===== src/rtl/tt_um_plc_prg.sv =====
// tt_um_plc_prg: PLC-style MAN/AUTO output control with an on-delay (TON) timer.
// Define PLC_SHORT_TIMER_EN for a 20-cycle preset; otherwise the preset is 10 s at 50 MHz.
module tt_um_plc_prg (
  input  logic       clk,
  input  logic       rst,
  input  logic       ena,
  input  logic [7:0] ui_in,
  output logic [7:0] uo_out,
  input  logic [7:0] uio_in,
  output logic [7:0] uio_out,
  output logic [7:0] uio_oe
);
`ifdef PLC_SHORT_TIMER_EN
  localparam logic [31:0] PRESET = 32'd20;
`else
  localparam logic [31:0] PRESET = 32'd500_000_000;
`endif
  logic [31:0] r_cnt;
  logic        r_done;
  logic        w_start, w_man, w_auto_act, w_idle, w_run_en, w_control, w_timer_run;
  logic        w_unused;
  assign w_start     = ui_in[0];
  assign w_man       = ui_in[2];
  assign w_auto_act  = ui_in[1] & ~ui_in[2];
  assign w_idle      = ~ui_in[1] & ~ui_in[2];
  assign w_run_en    = w_auto_act & w_start;
  assign w_unused    = &{1'b0, ena, uio_in, ui_in[7:3]};
  // The counter saturates at PRESET; DONE sets on the edge that takes it there.
  always_ff @(posedge clk) begin
    if (rst || !w_run_en) begin
      r_cnt  <= '0;
      r_done <= 1'b0;
    end else if (r_cnt != PRESET) begin
      r_cnt  <= r_cnt + 32'd1;
      r_done <= r_done | (r_cnt == PRESET - 32'd1);
    end
  end
  always_comb begin
    w_control   = w_man ? w_start : w_auto_act & w_start & r_done;
    w_timer_run = w_run_en & ~r_done;
    uo_out      = rst ? 8'h00 : {2'b00, w_idle, w_man, w_auto_act, r_done, w_timer_run, w_control};
  end
  assign uio_out = 8'h00;
  assign uio_oe  = 8'h00;
endmodule


===== config.mk =====
export PLATFORM = sky130hd
export DESIGN_NAME = tt_um_plc_prg
export DESIGN_NICKNAME = d
export VERILOG_FILES = /design/src/rtl/tt_um_plc_prg.sv
export SDC_FILE = /design/constraint.sdc
export NUM_CORES = 1
export LEC_CHECK = 0
export BUFFER_PORTS_ARGS = -buffer_cell sky130_fd_sc_hd__buf_2
export CAP_MARGIN = 10
export CORE_UTILIZATION = 53
export DETAILED_ROUTE_END_ITERATION = 8
export PLACE_DENSITY = 0.79
export REMOVE_ABC_BUFFERS = 1
export SLEW_MARGIN = 20
export SYNTH_ARGS = -nofsm -noshare
export SYNTH_HDL_FRONTEND = slang
export SYNTH_SLANG_ARGS = --single-unit

===== constraint.sdc =====
create_clock -name clk -period 1.9 [get_ports clk]
set_input_delay 0.38 -clock clk [delete_from_list [all_inputs] [get_ports clk]]
set_output_delay 0.38 -clock clk [all_outputs]
set_load 0.1 [all_outputs]

==> impl_results.md <==
- CTS HTree Levels: 2
- Flop2flop setup slack: around 82 ps
- Final WS setup: 81.6 ps
- Worst Path Arrival: 2060 ps
- RSZ-0062 raised after global routing: no
- CTS resizes: 0
- # setup viols final: 0
- Cell family with most CP delay: simple AND/OR/NAND/NOR gates
- DP HPWL: 2500 um
- Clock Latency Late Sink: ~350 ps
- Synthesis Warnings: 0
- Worst-case vdd ir drop: 0.000387 V
- GP Congestion: ~0.82
- Die extent in y: roughly 60 um
- Crit Path Max Fanout: 11
- Reg-to-reg endpoint: r_cnt[1]
- Most frequent cell after synthesis: dfxtp_1
- DRC viols: 0
- Synth Area in Adders: 1.41%
- Post-CTS Setup Inserts: 0
- Pre-antenna DRT Iters: 4
- DR vias/cell: 5.20
- Vias in the first global route: 1350
- XOR/XNOR share of the synthesized area: 10.9%
- Post-synthesis mux area share: less than 1%
- Synth async-reset ratio: 0%
- Worst reg2reg startpoint: r_cnt[9]
- Die ar.: 3580 um^2
- Area grow syn2layout: 13.8%
- WL/cell: 12.2 um
- Hold path cells: 3
- Power Dens Cells: 677 nW/um^2
- Synth cell types: 37
- Register area share after synthesis: 37.3%
- Max_cap viols: 0
- Initial DRC count: 112
- CTS Root Cell: clkbuf_4
- Top cells by area, synth: dfxtp_1, xor2_1, buf_4, nor2_1, nand4_1
- Flop and latch count out of synthesis: 33
- Post-route minimum period: around 1800 ps
- # IOs: 43
- Register area: roughly 660 um^2
- Final worst path period share: between 90% and 100%
- Clock Path Buffers: 2
- Initial antenna violation count: 0
- Worst hold margin: 451 ps
- Total gr overflow: 0
- Final hold vios: 0
- Core ar.: between 3000 and 4000 um^2
- Hold Startpoint: ui_in[0]
- Largest net degree at the start of global routing: 33
- Share of layout cells above drive strength 1: approximately 18%
- # rows: 20
- Clk sinks: 33
- Clk pin slew, worst setup/hold paths: 110 ps
- Hold Path Class: input pin to register
- EDFF count, synth: 0
- Leakage: approximately 0.7 nW
- Overall routing resource usage: 22.4%
- Area leader, netlist: dfxtp_1
- Critical path data required time: 2140 ps
- Initial Util: 57.1%
- Yosys top cell area share: roughly 37%
- Endpoint, Worst Hold: r_cnt[4]
- Final instance area: ~2000 um^2
- Simple logic cell fraction of the synthesized area: 34.3%
- Ys flop type: dfxtp_1
- CP endpoint kind: register
- Synth Area in Compound Gates: 5.58%
- WP buf/inv: 1
- Multi-input logic area: 1020 um^2
- Slowest cell on the critical path: or4b_1
- Number of buffers created by CTS: 5
- # fillers: 282
- Synthesized netlist cell count: 218
- Hold_buf cts: 0
- Largest family of logic cells by synthesized area: simple AND/OR/NAND/NOR gates
- Crit Path Category: register to register
- Chip Width: 59.8 um
- Detail Route Antenna Nets: 0
- Fmax achieved: 0.550 GHz
- Via Count: between 1500 and 2000
- Cell Chain, Critical Path: or4b_1, or3_4, nor3_2, buf_6, mux2i_1, nor2_1
- Nets: 265
- Inserted Diodes: 0
- CTS tree: yes
- Status: completed
- Fin. max-slew vios: 0
- First-pass GRT wire length: between 5000 and 6000 um
- Worst slack at placement: 94.5 ps
- Top cells by count, synth: dfxtp_1, nor2_1, buf_4, nand2_1, xor2_1
- Final WL: 3530 um
- CP max stage delay: 510 ps
- Layout Utilization: 65.0%
- Area after DPL: approximately 1900 um^2
- Mapped cell area: 1770 um^2
- Reg2Reg Depth: 6
- IO Port Bufs: 10
- Clk_skew: between 10 and 15 ps
- Avg Inst Size Synth: between 8 and 9 um^2
- CP Launch Type: register
-- power breakdown --
part	leakage, nW	switching [mW]	internal (mW)
Sequential	0.266	0.000668	0.692
Combinational	0.380	0.200	0.0161
Clock	0.0413	0.242	0.214
Total	0.688	0.443	0.922
-- worst reg2reg max path: cells and delay by family, from the launching register on --
kind                   cells  cell delay [ps]
and+or+nand+nor            4             1040
muxes                      1              180
buffers and inverters      1              160
DFF                        1              330
-- cell type report --
type,count,share of cell area [%]
clock buffer,7,3.23
timing repair buffer,24,9.49
sequential,33,32.8
multi-input combinational,176,50.7
inverter,4,0.744
tap,44,2.73
clock inverter,1,0.248
-- flip-flops by register name, summed over array words and instances, names as in the netlist --
| register | cells |
|---|---|
| r_cnt | 32 |
| r_done | 1 |
-- worst max path at each step --
stage                            to  cells after the start  slack, ps  startpoint
after floorplan           uo_out[1]                      3      -3970    ui_in[2]
after global placement     r_cnt[1]                      6         90    r_cnt[9]
after detailed placement   r_cnt[1]                      6         90    r_cnt[9]
after CTS                  r_cnt[1]                      6         60    r_cnt[9]
after global routing       r_cnt[1]                      6          7    r_cnt[9]
final                      r_cnt[1]                      6         80    r_cnt[9]
-- kinds of logic after synthesis --
| kind of cell | Yosys count |
|---|---|
| AO/OA/AOI/OAI | 18 |
| XOR/XNOR | 22 |
| multiplexers | 1 |
| AND/OR/NAND/NOR | 115 |
| other | 1 |
| adder cells (fa/ha/maj) | 2 |
| flip-flops | 33 |
| buffers and inverters | 26 |
-- metal layers --
metal	routed length [um]	global-route usage (%)
met1	1670	27.9
met5	0	0
met3	135	5.84
met4	61	9.97
met2	1670	36.2
-- cells in the final DEF (no fill, tap or decap), types with 4 or more instances in the layout --
master and count:
o21ai_0 6, inv_1 4, nor2_1 31, xor2_1 18, nand2_1 18, buf_4 13
xnor2_1 4, clkbuf_4 6, nand4_1 13, buf_2 7, nand3_1 10, dfxtp_1 32
a21oi_1 9, conb_1 18, nor3_1 7
-- metrics by stage --
stage	total power [mW]	instances	setup TNS [ps]
after floorplan	0.903	213	-84650
after global placement	0.923	281	0
after detailed placement	0.924	281	0
after CTS	1.37	289	0
after global routing	1.41	289	0
final	1.36	289	0
Note: power is estimated with default switching activity, not from simulation.
